## config.mk

```make
export PLATFORM = sky130hd
export DESIGN_NAME = branch_resolve_stage
export DESIGN_NICKNAME = d
export VERILOG_FILES = /design/src/rtl/branch_resolve_stage.sv
export SDC_FILE = /design/constraint.sdc
export NUM_CORES = 1
export LEC_CHECK = 0
export CAP_MARGIN = 10
export CORE_MARGIN = 1.5
export CORE_UTILIZATION = 45
export DETAILED_ROUTE_END_ITERATION = 10
export GPL_TIMING_DRIVEN = 0
export PLACE_DENSITY = 0.78
export SETUP_SLACK_MARGIN = 0.4
export SYNTH_ARGS = -nofsm -noshare
export SYNTH_HDL_FRONTEND = slang
export SYNTH_SLANG_ARGS = --single-unit
```

## constraint.sdc

```tcl
create_clock -name clk -period 3.3 [get_ports clk]
set_input_delay 0.66 -clock clk [delete_from_list [all_inputs] [get_ports clk]]
set_output_delay 0.66 -clock clk [all_outputs]
set_load 0.01 [all_outputs]
```

## src/rtl/branch_resolve_stage.sv

```systemverilog
// branch_resolve_stage
//   Execute-stage branch resolution. Consumes the NZCV flags of the
//   rs1 - rs2 subtraction and evaluates the RV32I/RV64I branch condition.
//   It computes the target and fall-through PCs and flags mispredictions,
//   then registers the outcome into a one-entry valid/ready pipeline
//   register with flush.
//
// Parameters
//   XLEN            datapath / PC width
//
// Ports
//   clk, rst_n      clock, asynchronous active-low reset
//   in_valid/ready  upstream handshake (in_ready = !out_valid | out_ready)
//   in_is_branch    1 = conditional branch, 0 = pass-through
//   in_funct3       branch funct3
//   in_n/z/c/v      adder flags from the subtraction
//   in_pc, in_imm   branch PC and sign-extended B-immediate
//   in_pred_taken   fetch-stage prediction
//   flush           kills the held entry and any same-cycle load
//   out_valid/ready downstream handshake
//   out_taken       resolved direction
//   out_target      in_pc + in_imm
//   out_illegal     funct3 010/011 on a branch
//   out_misaligned  taken with target[1:0] != 0
//   redirect_valid  one-cycle mispredict pulse, the cycle after load
//   redirect_pc     correct next PC
//
// Optional build macro
//   BRANCH_STATS_EN adds 32-bit counters stat_branches, stat_taken and
//                   stat_mispredict for legal, non-flushed branch loads.

module branch_resolve_stage #(
    parameter int XLEN = 32
) (
    input  logic            clk,
    input  logic            rst_n,
    input  logic            in_valid,
    output logic            in_ready,
    input  logic            in_is_branch,
    input  logic [2:0]      in_funct3,
    input  logic            in_n,
    input  logic            in_z,
    input  logic            in_c,
    input  logic            in_v,
    input  logic [XLEN-1:0] in_pc,
    input  logic [XLEN-1:0] in_imm,
    input  logic            in_pred_taken,
    input  logic            flush,
    output logic            out_valid,
    input  logic            out_ready,
    output logic            out_taken,
    output logic [XLEN-1:0] out_target,
    output logic            out_illegal,
    output logic            out_misaligned,
    output logic            redirect_valid,
    output logic [XLEN-1:0] redirect_pc
`ifdef BRANCH_STATS_EN
    ,
    output logic [31:0]     stat_branches,
    output logic [31:0]     stat_taken,
    output logic [31:0]     stat_mispredict
`endif
);

    logic            valid_q, valid_d;
    logic            taken_q;
    logic            illegal_q;
    logic            misaligned_q;
    logic            redirect_valid_q, redirect_valid_d;
    logic [XLEN-1:0] target_q;
    logic [XLEN-1:0] redirect_pc_q;

    logic            cond_true;
    logic            f3_illegal;
    logic            taken;
    logic            illegal;
    logic            misaligned;
    logic            mispredict;
    logic            load;
    logic [XLEN-1:0] target;
    logic [XLEN-1:0] fallthrough;

    // Flags come from rs1 - rs2: c=1 means no borrow, so rs1 >=u rs2.
    always_comb begin
        cond_true  = 1'b0;
        f3_illegal = 1'b0;
        unique case (in_funct3)
            3'b000:         cond_true  = in_z;
            3'b001:         cond_true  = ~in_z;
            3'b100:         cond_true  = in_n ^ in_v;
            3'b101:         cond_true  = ~(in_n ^ in_v);
            3'b110:         cond_true  = ~in_c;
            3'b111:         cond_true  = in_c;
            3'b010, 3'b011: f3_illegal = 1'b1;
            default:        cond_true  = 1'b0;
        endcase
    end

    assign taken       = in_is_branch & cond_true;
    assign illegal     = in_is_branch & f3_illegal;
    assign target      = in_pc + in_imm;
    assign fallthrough = in_pc + XLEN'(4);
    assign misaligned  = taken & (target[1:0] != 2'b00);
    // A misaligned target traps downstream, so it never redirects fetch.
    assign mispredict  = in_is_branch & ~illegal & ~misaligned
                       & (taken != in_pred_taken);

    assign in_ready = ~valid_q | out_ready;
    assign load     = in_valid & in_ready & ~flush;

    always_comb begin
        valid_d = valid_q;
        if (flush)
            valid_d = 1'b0;
        else if (load)
            valid_d = 1'b1;
        else if (out_ready)
            valid_d = 1'b0;
    end

    // Only a fresh load can raise the pulse, so a stalled entry never repeats it.
    assign redirect_valid_d = load & mispredict;

    always_ff @(posedge clk or negedge rst_n) begin
        if (!rst_n) begin
            valid_q          <= 1'b0;
            redirect_valid_q <= 1'b0;
            taken_q          <= 1'b0;
            illegal_q        <= 1'b0;
            misaligned_q     <= 1'b0;
            target_q         <= '0;
            redirect_pc_q    <= '0;
        end else begin
            valid_q          <= valid_d;
            redirect_valid_q <= redirect_valid_d;
            if (load) begin
                taken_q       <= taken;
                illegal_q     <= illegal;
                misaligned_q  <= misaligned;
                target_q      <= target;
                redirect_pc_q <= taken ? target : fallthrough;
            end
        end
    end

    assign out_valid      = valid_q;
    assign out_taken      = taken_q;
    assign out_illegal    = illegal_q;
    assign out_misaligned = misaligned_q;
    assign out_target     = target_q;
    assign redirect_valid = redirect_valid_q;
    assign redirect_pc    = redirect_pc_q;

`ifdef BRANCH_STATS_EN
    logic        stat_load;
    logic [31:0] stat_branches_q, stat_taken_q, stat_mispredict_q;

    assign stat_load = load & in_is_branch & ~illegal;

    always_ff @(posedge clk or negedge rst_n) begin
        if (!rst_n) begin
            stat_branches_q   <= '0;
            stat_taken_q      <= '0;
            stat_mispredict_q <= '0;
        end else if (stat_load) begin
            stat_branches_q <= stat_branches_q + 32'd1;
            if (taken)
                stat_taken_q <= stat_taken_q + 32'd1;
            if (mispredict)
                stat_mispredict_q <= stat_mispredict_q + 32'd1;
        end
    end

    assign stat_branches   = stat_branches_q;
    assign stat_taken      = stat_taken_q;
    assign stat_mispredict = stat_mispredict_q;
`endif

endmodule

```

==> impl_metrics.env, run 1 <==
export IMPL_grt_total_usage_pct=30.6
export IMPL_power_density_mw_per_mm2=473
export IMPL_synth_area_mm2=0.00509
export IMPL_start_util_pct=46.5
export IMPL_setup_viol=0
export IMPL_wl_met3_mm=1.24
export IMPL_cts_buffers_inserted=9
export IMPL_instances_no_fill=931
export IMPL_cp_buffers_inverters=1
export IMPL_finalWirelength_mm=18.1
export IMPL_worstPathRequired_ps=3530
export IMPL_vias=5405
export IMPL_tritoncts="built"
export IMPL_grt_max_degree=70
export IMPL_hold_buffers=0
export IMPL_top_layer="met4"
export IMPL_wl_met2_mm=9.04
export IMPL_grt_pass1_vias=5278
export IMPL_synthArstFlopShare_pct=100
export IMPL_cap_violations=0
export IMPL_crit_family="compound AO/OA/AOI/OAI gates"
export IMPL_fin_worst_skew_ps=3.25
export IMPL_tightest_slew_ps=881
export IMPL_worst_path_max_fanout=5
export IMPL_cp_common_cell="nand2_1"
export IMPL_overflow=0
export IMPL_dp_cells=905
export IMPL_htreeDepth=3
export IMPL_die_x_um=109
export IMPL_hpwl_mm=13.5
export IMPL_wl_per_cell_um=19.5
export IMPL_grt_pass1_wl_mm=27.3
export IMPL_std_cell_rows=38
export IMPL_finalHoldViolCount=0
export IMPL_period_share_pct=88.3
export IMPL_root_buffer="clkbuf_16"
export IMPL_syn_inst=618
export IMPL_ant_nets=0
export IMPL_fp_dieH_um=109
export IMPL_crit_chain="clkdlybuf4s50_1, ha_4, a21oi_2, nand2_1, a211oi_2, nand2_1, a31oi_1, xor2_1, nand2_1, a22o_1"
export IMPL_drc=0
export IMPL_diodes=0
export IMPL_clk_pin_slew_ps=60
export IMPL_die_area_mm2=0.0120
export IMPL_area_growth_pct=48.4
export IMPL_nets=897
export IMPL_whs_ps=428
export IMPL_synth_cell_type_count=56
export IMPL_syn_num_nets=729
export IMPL_critPathArrivalTime_ps=3150
export IMPL_synth_seq_area_share_pct=33.9
export IMPL_synth_edf_count=0
export IMPL_cts_buffer_depth=2
export IMPL_io_buffers=147
export IMPL_rsz0062_at_grt="yes"
export IMPL_status="finished clean"
export IMPL_fp_coreArea_mm2=0.0109
export IMPL_antenna_found_initial=0
export IMPL_drv_slew=0
export IMPL_ios=148
export IMPL_nFillCells=895
export IMPL_crit_slowest_cell="clkdlybuf4s50_1"
export IMPL_yosysTopAreaCell="dfrtp_1"
export IMPL_register_area_mm2=0.00173
export IMPL_period_minus_slack_ps=2920
export IMPL_relSlewSlack_pct=41.3
export IMPL_power_mw=3.57
export IMPL_drive_above_1_share_pct=14.9
export IMPL_synth_top_area_share_pct=33.9
export IMPL_startpoint_type="input port"
export IMPL_yosys_warnings=0
export IMPL_cp_end_kind="flip-flop"
export IMPL_place_area_mm2=0.00673
export IMPL_vdd_drop_max_mv=0.343
export IMPL_clock_sinks=69
export IMPL_ys_ff_latch=69
export IMPL_place_congestion=0.944
export IMPL_synth_area_per_cell_um2=8.23
export IMPL_clock_fmax_mhz=343
export IMPL_insertion_delay_ps=340
export IMPL_synthFlopType="dfrtp_1"
export IMPL_critPathMaxStageDelay_ps=500
export IMPL_hold_class="in -> async"
export IMPL_avgViaCountPerCell=5.81
export IMPL_synth_area_leaders="dfrtp_1 34%, nand2_1 8.3%, ha_1 7.9%, xor2_1 5.2%, xnor2_1 4.8%"
export IMPL_p_leak_nw=3.24
export IMPL_fin_area_mm2=0.00755
export IMPL_first_pass_iters=5
export IMPL_drt_iter0_markers=395
export IMPL_path_class="in -> reg"
export IMPL_multi_input_area_mm2=0.00366
export IMPL_wl_met1_mm=7.51
-- synth_stat cells (2+ instances only) --
cell and number:
a211oi_1 7, a21o_1 19, a21oi_1 46, a221o_1 2, a22o_1 4, a22oi_1 4
a311o_1 2, a31oi_1 9, and2_1 3, and3_1 11, and4_1 2, buf_1 2
buf_2 5, clkbuf_1 23, dfrtp_1 69, ha_1 32, inv_1 6, mux2_2 7
mux2i_1 5, nand2_1 112, nand2b_1 4, nand3_1 22, nand3b_1 2, nand4_1 13
nand4b_1 2, nor2_1 44, nor2b_1 3, nor3_1 13, nor3b_1 2, nor4_1 4
o211ai_1 3, o21a_1 4, o21ai_0 17, o21ai_1 31, o21bai_1 5, o221ai_1 2
o31ai_1 2, xnor2_1 28, xor2_1 30
-- worst reg2reg max path, stage by stage, from the launching register on --
cell and delay, ps:
dfrtp_1 360, nor2b_1 160, nor3b_2 550, clkbuf_1 630, buf_1 410, nand2_1 110
nand2_1 80
-- repair_timing --
action / in CTS / in global routing
resized for setup: 71 / 55
pin swaps: 12 / 24
setup buffers: 3 / 7
setup endpoints to repair: 49 / 39
endpoints found under the hold margin: 0 / 0
-- worst paths after layout --
path	startpoint	endpoint	slack (ps)	depth (start not counted)
worst min register to register	out_illegal	out_illegal	470	2
worst min-delay path	rst_n	out_target[9]	430	1
worst max register to register	out_valid	out_target[14]	930	6
worst max-delay path	in_imm[7]	redirect_pc[17]	380	10
max in group asynchronous	rst_n	out_target[2]	2290	1
min in group clk	out_illegal	out_illegal	470	2
-- layout make-up --
class	count	share of cell area, %
clock buffer	13	3.58
sequential	69	22.9
clock inverter	3	0.563
multi-input combinational	513	48.5
buffer	30	1.84
timing repair buffer	157	20.1
inverter	6	0.298
tap	140	2.32
-- cells by family (layout without fill, tap and decap cells) --
family                   Yosys count  count (layout)  share of synthesized area (%)
adder cells (fa/ha/maj)           33              33                           8.26
AO/OA/AOI/OAI                    169             169                           20.9
multiplexers                      12              12                           2.53
flip-flops                        69              69                           33.9
buffers and inverters             36             209                           2.78
XOR/XNOR                          58              58                           9.98
AND/OR/NAND/NOR                  241             241                           21.6
-- power breakdown --
group          internal, mW  switching (mW)
sequential             1.02           0.118
combinational         0.712           0.710
clock                 0.646           0.365
total                  2.38            1.19
-- sequential cells by signal, summed over array words and instances (netlist names) --
register and count:
redirect_valid 1, out_misaligned 1, out_target 32, redirect_pc 32, out_taken 1, out_valid 1
out_illegal 1
-- metrics by stage --
stage	setup slack [ps]	utilization (%)	TNS [ps]
floorplan	465	-	0
global placement	-721	61.6	-54420
detailed placement	-397	61.6	-6360
CTS	390	67.3	0
global route	363	69.0	0
finish	385	69.0	0
-- cells in the final DEF (no fill, tap or decap), types with 10 or more instances in the layout --
cell type and count:
buf_4 11, clkbuf_1 15, clkbuf_2 10, nand2_1 108, clkdlybuf4s50_1 122, nor3_1 12, nand3_1 19, dfrtp_1 69
ha_1 16, xnor2_1 24, a21oi_1 37, and3_1 11, a21o_1 19, ha_4 13, dlygate4sd2_1 15, o21ai_1 28
o21ai_0 16, nand4_1 13, xor2_1 29, nor2_1 41
-- routing by layer --
layer,global-route usage (%),up-vias
met3,5.57,26
met5,0,-
met4,9.74,0
met1,39.2,2602
li1,-,2548
met2,52.2,229
Power figures use the tool's default switching activity.
==> run 2: changes to the inputs <==
--- a/config.mk
+++ b/config.mk
@@ -15,3 +15,4 @@
 export SYNTH_ARGS = -nofsm -noshare
 export SYNTH_HDL_FRONTEND = slang
 export SYNTH_SLANG_ARGS = --single-unit
+export TNS_END_PERCENT = 50
==> results of run 2 <==
The final DEF is identical to that of run 1; final timing and power are the same.
